===== src/rtl/stk_pkg.sv =====
// Shared types and constants for the stack engine writeback stage.
package stk_pkg;

  localparam int unsigned ENGS_N   = 4;
  localparam int unsigned PTR_W    = 8;
  localparam int unsigned DAT_W    = 128;
  localparam int unsigned DQ_DEPTH = 4;
  localparam int unsigned ENGID_W  = $clog2(ENGS_N);
  // Per-engine line count must be able to hold 2^PTR_W.
  localparam int unsigned CNT_W    = PTR_W + 1;

  typedef logic [ENGID_W-1:0] engid_t;
  typedef logic [PTR_W-1:0]   ptr_t;
  typedef logic [DAT_W-1:0]   dat_t;
  typedef logic [CNT_W-1:0]   cnt_t;

  typedef enum logic [1:0] {
    OP_NOP  = 2'd0,
    OP_PUSH = 2'd1,
    OP_POP  = 2'd2,
    OP_RSVD = 2'd3
  } opcode_t;

  localparam cnt_t CNT_MAX = {1'b1, {PTR_W{1'b0}}};

endpackage


===== src/rtl/stk_pipe_wrbk_if.sv =====
// Writeback bus: registered update from MEM plus the dealloc handshake to AL.
//   slave  : writeback stage side (consumes update, drives dealloc vld/ptr)
//   master : upstream/allocator side
interface stk_pipe_wrbk_if;
  import stk_pkg::*;

  logic    wrbk_uc_vld_r;
  engid_t  wrbk_uc_engid_r;
  logic [1:0] wrbk_uc_opcode_r;
  logic    wrbk_uc_head_vld_r;
  ptr_t    wrbk_uc_head_ptr_r;
  logic    wrbk_uc_tail_vld_r;
  ptr_t    wrbk_uc_tail_ptr_r;
  ptr_t    wrbk_pop_ptr_r;
  dat_t    wrbk_dat_r;
  logic    dealloc_vld;
  ptr_t    dealloc_ptr;
  logic    dealloc_rdy;

  modport slave (
    input  wrbk_uc_vld_r, wrbk_uc_engid_r, wrbk_uc_opcode_r,
           wrbk_uc_head_vld_r, wrbk_uc_head_ptr_r,
           wrbk_uc_tail_vld_r, wrbk_uc_tail_ptr_r,
           wrbk_pop_ptr_r, wrbk_dat_r, dealloc_rdy,
    output dealloc_vld, dealloc_ptr
  );

  modport master (
    output wrbk_uc_vld_r, wrbk_uc_engid_r, wrbk_uc_opcode_r,
           wrbk_uc_head_vld_r, wrbk_uc_head_ptr_r,
           wrbk_uc_tail_vld_r, wrbk_uc_tail_ptr_r,
           wrbk_pop_ptr_r, wrbk_dat_r, dealloc_rdy,
    input  dealloc_vld, dealloc_ptr
  );

endinterface


===== src/rtl/stk_pipe_wrbk_dq.sv =====
// Dealloc queue: first-word fall-through FIFO of freed pointers.
//   clk, arst_n : clock, synchronous active-low reset
//   enq_i/enq_dat_i : push request and data
//   deq_rdy_i       : consumer accepts head this cycle
//   vld_o/dat_o     : head valid / head data (from queue state)
//   busy_o          : registered, occupancy >= DEPTH-2
//   ovf_o           : sticky, push dropped while full
module stk_pipe_wrbk_dq #(
  parameter int unsigned DEPTH = 4,
  parameter int unsigned W     = 8
) (
  input  logic         clk,
  input  logic         arst_n,
  input  logic         enq_i,
  input  logic [W-1:0] enq_dat_i,
  input  logic         deq_rdy_i,
  output logic         vld_o,
  output logic [W-1:0] dat_o,
  output logic         busy_o,
  output logic         ovf_o
);

  localparam int unsigned AW    = $clog2(DEPTH);
  localparam int unsigned QCW   = $clog2(DEPTH + 1);

  logic [W-1:0]   mem_q [DEPTH];
  logic [AW-1:0]  wptr_q, rptr_q;
  logic [QCW-1:0] cnt_q, cnt_d;
  logic           busy_q, ovf_q;
  logic           full, empty, deq, enq_ok, drop;

  // Full queue still accepts a push when the head leaves in the same cycle.
  always_comb begin
    full   = (cnt_q == QCW'(DEPTH));
    empty  = (cnt_q == '0);
    deq    = ~empty & deq_rdy_i;
    enq_ok = enq_i & (~full | deq);
    drop   = enq_i & full & ~deq;
    cnt_d  = cnt_q;
    if (enq_ok & ~deq) cnt_d = cnt_q + QCW'(1);
    else if (~enq_ok & deq) cnt_d = cnt_q - QCW'(1);
  end

  // Pointers wrap naturally since DEPTH is a power of two.
  always_ff @(posedge clk) begin
    if (!arst_n) begin
      wptr_q <= '0;
      rptr_q <= '0;
      cnt_q  <= '0;
      busy_q <= 1'b0;
      ovf_q  <= 1'b0;
      for (int i = 0; i < int'(DEPTH); i++) mem_q[i] <= '0;
    end else begin
      if (enq_ok) begin
        mem_q[wptr_q] <= enq_dat_i;
        wptr_q        <= wptr_q + AW'(1);
      end
      if (deq) rptr_q <= rptr_q + AW'(1);
      cnt_q  <= cnt_d;
      busy_q <= (cnt_d >= QCW'(DEPTH - 2));
      ovf_q  <= ovf_q | drop;
    end
  end

  assign vld_o  = ~empty;
  assign dat_o  = mem_q[rptr_q];
  assign busy_o = busy_q;
  assign ovf_o  = ovf_q;

endmodule


===== src/rtl/stk_pipe_wrbk.sv =====
// Writeback stage of the stack engine pipeline: commits per-engine context,
// issues per-engine responses, and returns freed pointers through a queue.
//   clk, arst_n      : clock, synchronous active-low reset
//   bus_if (slave)   : MEM update in, dealloc handshake out
//   o_rsp_*          : one-cycle response (one-hot engine strobe, err, data)
//   o_ctxt_*_r       : committed head/tail/empty per engine
//   o_ad_busy_r      : admission throttle
//   o_err_ovf_r      : sticky dealloc-queue overflow
module stk_pipe_wrbk
  import stk_pkg::*;
(
  input  logic                      clk,
  input  logic                      arst_n,
  stk_pipe_wrbk_if.slave            bus_if,
  output logic [ENGS_N-1:0]         o_rsp_vld,
  output logic                      o_rsp_err,
  output logic [DAT_W-1:0]          o_rsp_dat,
  output logic [ENGS_N-1:0]         o_ctxt_head_vld_r,
  output logic [ENGS_N*PTR_W-1:0]   o_ctxt_head_ptr_r,
  output logic [ENGS_N-1:0]         o_ctxt_tail_vld_r,
  output logic [ENGS_N*PTR_W-1:0]   o_ctxt_tail_ptr_r,
  output logic [ENGS_N-1:0]         o_ctxt_empty_r,
  output logic                      o_ad_busy_r,
  output logic                      o_err_ovf_r
);

  logic [ENGS_N-1:0]            head_vld_q, tail_vld_q, empty_q;
  logic [ENGS_N-1:0][PTR_W-1:0] head_ptr_q, tail_ptr_q;
  cnt_t                         cnt_q [ENGS_N];
  logic [ENGS_N-1:0]            rsp_vld_q;
  logic                         rsp_err_q;
  dat_t                         rsp_dat_q;

  opcode_t op;
  engid_t  eid;
  cnt_t    cur_cnt;
  logic    err_c, commit_c, push_c, pop_ok_c;

  // Decode: reserved opcodes, POP on empty and PUSH at saturation are errors.
  always_comb begin
    op       = opcode_t'(bus_if.wrbk_uc_opcode_r);
    eid      = bus_if.wrbk_uc_engid_r;
    cur_cnt  = cnt_q[eid];
    err_c    = 1'b0;
    push_c   = 1'b0;
    case (op)
      OP_PUSH: begin
        push_c = 1'b1;
        err_c  = (cur_cnt == CNT_MAX);
      end
      OP_POP:  err_c = (cur_cnt == '0);
      OP_RSVD: err_c = 1'b1;
      default: err_c = 1'b0;
    endcase
    commit_c = bus_if.wrbk_uc_vld_r & ~err_c & (op != OP_NOP);
    pop_ok_c = commit_c & ~push_c;
  end

  // Context commit and registered response.
  always_ff @(posedge clk) begin
    if (!arst_n) begin
      head_vld_q <= '0;
      tail_vld_q <= '0;
      head_ptr_q <= '0;
      tail_ptr_q <= '0;
      empty_q    <= '1;
      for (int i = 0; i < int'(ENGS_N); i++) cnt_q[i] <= '0;
      rsp_vld_q  <= '0;
      rsp_err_q  <= 1'b0;
      rsp_dat_q  <= '0;
    end else begin
      rsp_vld_q <= bus_if.wrbk_uc_vld_r ? (ENGS_N'(1) << eid) : '0;
      rsp_err_q <= bus_if.wrbk_uc_vld_r & err_c;
      rsp_dat_q <= pop_ok_c ? bus_if.wrbk_dat_r : '0;
      if (commit_c) begin
        head_vld_q[eid] <= bus_if.wrbk_uc_head_vld_r;
        head_ptr_q[eid] <= bus_if.wrbk_uc_head_ptr_r;
        tail_vld_q[eid] <= bus_if.wrbk_uc_tail_vld_r;
        tail_ptr_q[eid] <= bus_if.wrbk_uc_tail_ptr_r;
        cnt_q[eid]      <= push_c ? (cur_cnt + CNT_W'(1)) : (cur_cnt - CNT_W'(1));
        empty_q[eid]    <= push_c ? 1'b0 : (cur_cnt == CNT_W'(1));
      end
    end
  end

  stk_pipe_wrbk_dq #(
    .DEPTH (DQ_DEPTH),
    .W     (PTR_W)
  ) u_dq (
    .clk       (clk),
    .arst_n    (arst_n),
    .enq_i     (pop_ok_c),
    .enq_dat_i (bus_if.wrbk_pop_ptr_r),
    .deq_rdy_i (bus_if.dealloc_rdy),
    .vld_o     (bus_if.dealloc_vld),
    .dat_o     (bus_if.dealloc_ptr),
    .busy_o    (o_ad_busy_r),
    .ovf_o     (o_err_ovf_r)
  );

  assign o_rsp_vld         = rsp_vld_q;
  assign o_rsp_err         = rsp_err_q;
  assign o_rsp_dat         = rsp_dat_q;
  assign o_ctxt_head_vld_r = head_vld_q;
  assign o_ctxt_head_ptr_r = head_ptr_q;
  assign o_ctxt_tail_vld_r = tail_vld_q;
  assign o_ctxt_tail_ptr_r = tail_ptr_q;
  assign o_ctxt_empty_r    = empty_q;

endmodule


===== src/flat_wrapper.sv =====
// flat-port wrapper written by rule: the top's interface ports become plain ports
module stk_pipe_wrbk_flat import stk_pkg::*;
  (clk, arst_n, o_rsp_vld, o_rsp_err, o_rsp_dat, o_ctxt_head_vld_r, o_ctxt_head_ptr_r, o_ctxt_tail_vld_r, o_ctxt_tail_ptr_r, o_ctxt_empty_r, o_ad_busy_r, o_err_ovf_r, bus_if_wrbk_uc_vld_r, bus_if_wrbk_uc_engid_r, bus_if_wrbk_uc_opcode_r, bus_if_wrbk_uc_head_vld_r, bus_if_wrbk_uc_head_ptr_r, bus_if_wrbk_uc_tail_vld_r, bus_if_wrbk_uc_tail_ptr_r, bus_if_wrbk_pop_ptr_r, bus_if_wrbk_dat_r, bus_if_dealloc_rdy, bus_if_dealloc_vld, bus_if_dealloc_ptr);
  stk_pipe_wrbk_if bus_if_i ();
  input  logic clk;
  input  logic arst_n;
  output logic [ENGS_N-1:0] o_rsp_vld;
  output logic o_rsp_err;
  output logic [DAT_W-1:0] o_rsp_dat;
  output logic [ENGS_N-1:0] o_ctxt_head_vld_r;
  output logic [ENGS_N*PTR_W-1:0] o_ctxt_head_ptr_r;
  output logic [ENGS_N-1:0] o_ctxt_tail_vld_r;
  output logic [ENGS_N*PTR_W-1:0] o_ctxt_tail_ptr_r;
  output logic [ENGS_N-1:0] o_ctxt_empty_r;
  output logic o_ad_busy_r;
  output logic o_err_ovf_r;
  input wire logic [$bits(bus_if_i.wrbk_uc_vld_r)-1:0] bus_if_wrbk_uc_vld_r;
  input wire logic [$bits(bus_if_i.wrbk_uc_engid_r)-1:0] bus_if_wrbk_uc_engid_r;
  input wire logic [$bits(bus_if_i.wrbk_uc_opcode_r)-1:0] bus_if_wrbk_uc_opcode_r;
  input wire logic [$bits(bus_if_i.wrbk_uc_head_vld_r)-1:0] bus_if_wrbk_uc_head_vld_r;
  input wire logic [$bits(bus_if_i.wrbk_uc_head_ptr_r)-1:0] bus_if_wrbk_uc_head_ptr_r;
  input wire logic [$bits(bus_if_i.wrbk_uc_tail_vld_r)-1:0] bus_if_wrbk_uc_tail_vld_r;
  input wire logic [$bits(bus_if_i.wrbk_uc_tail_ptr_r)-1:0] bus_if_wrbk_uc_tail_ptr_r;
  input wire logic [$bits(bus_if_i.wrbk_pop_ptr_r)-1:0] bus_if_wrbk_pop_ptr_r;
  input wire logic [$bits(bus_if_i.wrbk_dat_r)-1:0] bus_if_wrbk_dat_r;
  input wire logic [$bits(bus_if_i.dealloc_rdy)-1:0] bus_if_dealloc_rdy;
  output wire logic [$bits(bus_if_i.dealloc_vld)-1:0] bus_if_dealloc_vld;
  output wire logic [$bits(bus_if_i.dealloc_ptr)-1:0] bus_if_dealloc_ptr;
  assign bus_if_i.wrbk_uc_vld_r = bus_if_wrbk_uc_vld_r;
  assign bus_if_i.wrbk_uc_engid_r = bus_if_wrbk_uc_engid_r;
  assign bus_if_i.wrbk_uc_opcode_r = bus_if_wrbk_uc_opcode_r;
  assign bus_if_i.wrbk_uc_head_vld_r = bus_if_wrbk_uc_head_vld_r;
  assign bus_if_i.wrbk_uc_head_ptr_r = bus_if_wrbk_uc_head_ptr_r;
  assign bus_if_i.wrbk_uc_tail_vld_r = bus_if_wrbk_uc_tail_vld_r;
  assign bus_if_i.wrbk_uc_tail_ptr_r = bus_if_wrbk_uc_tail_ptr_r;
  assign bus_if_i.wrbk_pop_ptr_r = bus_if_wrbk_pop_ptr_r;
  assign bus_if_i.wrbk_dat_r = bus_if_wrbk_dat_r;
  assign bus_if_i.dealloc_rdy = bus_if_dealloc_rdy;
  assign bus_if_dealloc_vld = bus_if_i.dealloc_vld;
  assign bus_if_dealloc_ptr = bus_if_i.dealloc_ptr;
  stk_pipe_wrbk u_core (.clk(clk), .arst_n(arst_n), .bus_if(bus_if_i), .o_rsp_vld(o_rsp_vld), .o_rsp_err(o_rsp_err), .o_rsp_dat(o_rsp_dat), .o_ctxt_head_vld_r(o_ctxt_head_vld_r), .o_ctxt_head_ptr_r(o_ctxt_head_ptr_r), .o_ctxt_tail_vld_r(o_ctxt_tail_vld_r), .o_ctxt_tail_ptr_r(o_ctxt_tail_ptr_r), .o_ctxt_empty_r(o_ctxt_empty_r), .o_ad_busy_r(o_ad_busy_r), .o_err_ovf_r(o_err_ovf_r));
endmodule

===== config.mk =====
export PLATFORM = sky130hd
export DESIGN_NAME = stk_pipe_wrbk_flat
export DESIGN_NICKNAME = d
export VERILOG_FILES = /design/src/rtl/stk_pkg.sv /design/src/rtl/stk_pipe_wrbk_if.sv /design/src/rtl/stk_pipe_wrbk_dq.sv /design/src/rtl/stk_pipe_wrbk.sv /design/src/flat_wrapper.sv
export SDC_FILE = /design/constraint.sdc
export NUM_CORES = 1
export LEC_CHECK = 0
export BUFFER_PORTS_ARGS = -buffer_cell sky130_fd_sc_hd__buf_2
export CORE_MARGIN = 4
export CORE_UTILIZATION = 49
export CTS_CLUSTER_SIZE = 30
export DETAILED_ROUTE_END_ITERATION = 16
export MAX_ROUTING_LAYER = met4
export PLACE_DENSITY = 0.9
export SYNTH_ARGS = -nofsm -noshare
export SYNTH_HDL_FRONTEND = slang
export SYNTH_SLANG_ARGS = --single-unit

===== constraint.sdc =====
create_clock -name clk -period 5.15 [get_ports clk]
set_input_delay 1.03 -clock clk [delete_from_list [all_inputs] [get_ports clk]]
set_output_delay 1.03 -clock clk [all_outputs]
set_load 0.1 [all_outputs]

==> impl_metrics.ini <==
[timing]
fmax_ghz = 0.261
finalSetupViolCount = 0
rsz0062_at_grt = no
hold_violations = 0
slew_viol_final = 0
period_share_pct = 74.5
fin_setup_tns_ns = 0
slew_headroom_pct = 34.9
finalCriticalPeriod_ns = 3.84
tightest_slew_ns = 0.977
finClkSkew_ns = 0.0112

[clocking]
ctsHoldBuffers = 0
insertion_delay_ns = 0.53
cts_made_buffers = 28
htreeDepth = 1
cts_setup_buffers = 0
cts_tree = yes
clk_pin_slew_ns = 0.06
cts_resized = 0
clock-root-buffer = clkbuf_16
clockBufferDepth = 3
numClockSinks = 288

[die]
core-area_mm2 = 0.0202
ioPinCount = 382
initial_core_util_pct = 49.7
fp.dieArea_mm2 = 0.0229
die_w_um = 151
die_h_um = 151
row_count = 52

[setup_path]
path_buf_inv = 3
slowest_stage = mux4_1
rrSetupSlack_ns = 1.93
worst-path-stages = 9
start_kind = primary input
max_stage_delay_ns = 0.78
cp.required_ns = 5.53
cp_cell_sequence = buf_2, mux4_1, nor4_4, o21a_4, a2111oi_4, buf_4, nor2b_2, inv_1, a2bb2oi_1
critPathArrivalTime_ns = 4.21
critPathKind = primary input to flip-flop
worstRegToRegCells = 8
critPathCaptureType = flip-flop
worstPathMaxFanout = 20
path_delay_family = buffers and inverters

[layout]
layout_commonest_cell = buf_2
area_growth_pct = 30.0
nets = 1331
multiInputGateArea_mm2 = 0.00335
fillers = 1441
drive_above_1_share_pct = 39.6
fin_util_pct = 64.7
design_area_mm2 = 0.0131
final_cells = 1457
mostFrequentLayoutCells = buf_2, dfxtp_1, and2_1
area.sequential_mm2 = 0.00645

[grt]
grt_use_total_pct = 25.6
grt_pass1_wl_um = 43600
antenna_found_initial = 3
grt_max_degree = 130
grt_overflow = 0
grt_pass1_vias = 7613

[detailed_routing]
via_per_inst = 5.18
avgRoutedWirePerCell_um = 20.5
drtAntennaViolNets = 0
drtIter0Drc = 432
drt_wl_total_um = 29900
dr.pass1.iters = 5
drc = 0
via_count = 7543

[placed_design]
place_area_mm2 = 0.0121
hpwlAfterDp_um = 22000
portBuffers = 381
gp_congestion = 0.910
placed_cells = 1403

[yosys]
yosysUniqueCellTypes = 58
ys_ff_latch = 288
synth-edff-count = 68
syn_avg_cell_area_um2 = 12.8
syn_inst = 787
syn_nets = 955
mappedNetlistArea_mm2 = 0.0101
async_flop_share_pct = 0
ys.flop_type = dfxtp_1
seq_area_frac_synth_pct = 64.0
yosysWarningCount = 0

[pwr]
power.leakage_nw = 6.30
total_power_mw = 5.46
power_density_mw_per_mm2 = 418
ir_worst_vdd_v = 0.000257

[job]
maxCapViolCount = 0

[hold_path]
hold_path.class = flip-flop to flip-flop
hold_depth = 1

[status]
status = finished clean
[state kept, by name, summed over array words and instances, names as in the netlist, 3 cells and up, named ones only]
signal and count:
u_core.u_dq.cnt_q 3, u_core.cnt_q 36, u_core.o_rsp_vld 4, u_core.o_ctxt_tail_ptr_r 32, u_core.o_ctxt_tail_vld_r 4, u_core.u_dq.mem_q 32, u_core.o_ctxt_empty_r 4, u_core.o_ctxt_head_vld_r 4
u_core.o_rsp_dat 128, u_core.o_ctxt_head_ptr_r 32
[cells in the mapped netlist (2+ instances only)]
cell type  count  area share (%)
clkbuf_1      23            0.86
and3_1        10            0.62
dfxtp_1      220              44
nand3_1       12            0.60
or3_1          2            0.12
xnor2_1        5            0.44
a21oi_1        5            0.25
mux4_1         2            0.52
mux2i_1       38             3.8
a211o_1        2            0.17
or2_1          2            0.12
edfxtp_1      68              20
buf_2          7            0.35
buf_6          3            0.34
nor2_2         2            0.12
xor2_1         6            0.52
nand2b_1       5            0.31
nand2_1       17            0.63
a22o_1        49             4.3
a2bb2oi_1      3            0.26
or2_2          4            0.25
mux4_2        14             3.1
inv_1          9            0.34
ha_1           6            0.75
nor2b_1       28             1.7
nor3_1         4            0.20
nor2_1        43             1.6
nor3b_1        2            0.15
buf_4          7            0.52
o21ai_0        3            0.15
and2_1       159             9.9
[final cells by class]
| type | instances | share of cell area [%] |
|---|---|---|
| sequential | 288 | 49.3 |
| multi-input combinational | 447 | 25.6 |
| timing repair buffer | 389 | 15.0 |
| clock buffer | 42 | 6.58 |
| tap | 270 | 2.58 |
| clock inverter | 10 | 0.622 |
| inverter | 9 | 0.258 |
| antenna | 2 | 0.0382 |
[kinds of logic (layout without fill, tap and decap cells)]
kind of cell	Yosys count	after routing	synth area share, %
AND/OR/NAND/NOR	298	298	17.2
flip-flops	288	288	64.0
AO/OA/AOI/OAI	76	76	6.73
multiplexers	56	56	7.68
buffers and inverters	52	450	2.69
XOR/XNOR	11	11	0.957
adder cells (fa/ha/maj)	6	6	0.746
other	0	2	0
[per-layer routing]
layer / routed length, um / track usage (%) / share of wire (%) / vias to the layer above
met3: 2500 / 5.86 / 8.4 / 74
met4: 1540 / 12.1 / 5.1 / 0
met1: 10400 / 28.6 / 35 / 3585
met2: 15500 / 43.6 / 52 / 417
met5: 0 / - / 0 / -
li1: - / - / - / 3467
[metrics by stage]
| stage | setup slack [ns] | hold slack (ns) |
|---|---|---|
| after floorplan | 1.15 | 0.461 |
| after global placement | 0.936 | 0.457 |
| after detailed placement | 0.789 | 0.461 |
| after CTS | 1.32 | 0.477 |
| after global routing | 1.11 | 0.486 |
| final | 1.31 | 0.475 |
[path summary, 6_finish.rpt]
path                                                     end                    startpoint
worst max-delay path                u_core.o_ctxt_empty_r[0]     bus_if_wrbk_uc_engid_r[0]
worst min-delay path            u_core.o_ctxt_head_ptr_r[15]  u_core.o_ctxt_head_ptr_r[15]
worst max register to register      u_core.o_ctxt_empty_r[0]            u_core.cnt_q[1][5]
worst min register to register  u_core.o_ctxt_head_ptr_r[15]  u_core.o_ctxt_head_ptr_r[15]
[power by group]
group          total (mW)  internal [mW]  leakage, nW  switching [mW]
Combinational       0.960          0.242         3.34           0.718
Clock                2.05           1.21        0.477           0.841
Sequential           2.46           2.39         2.49          0.0612
(Power assumes the default switching activity.)
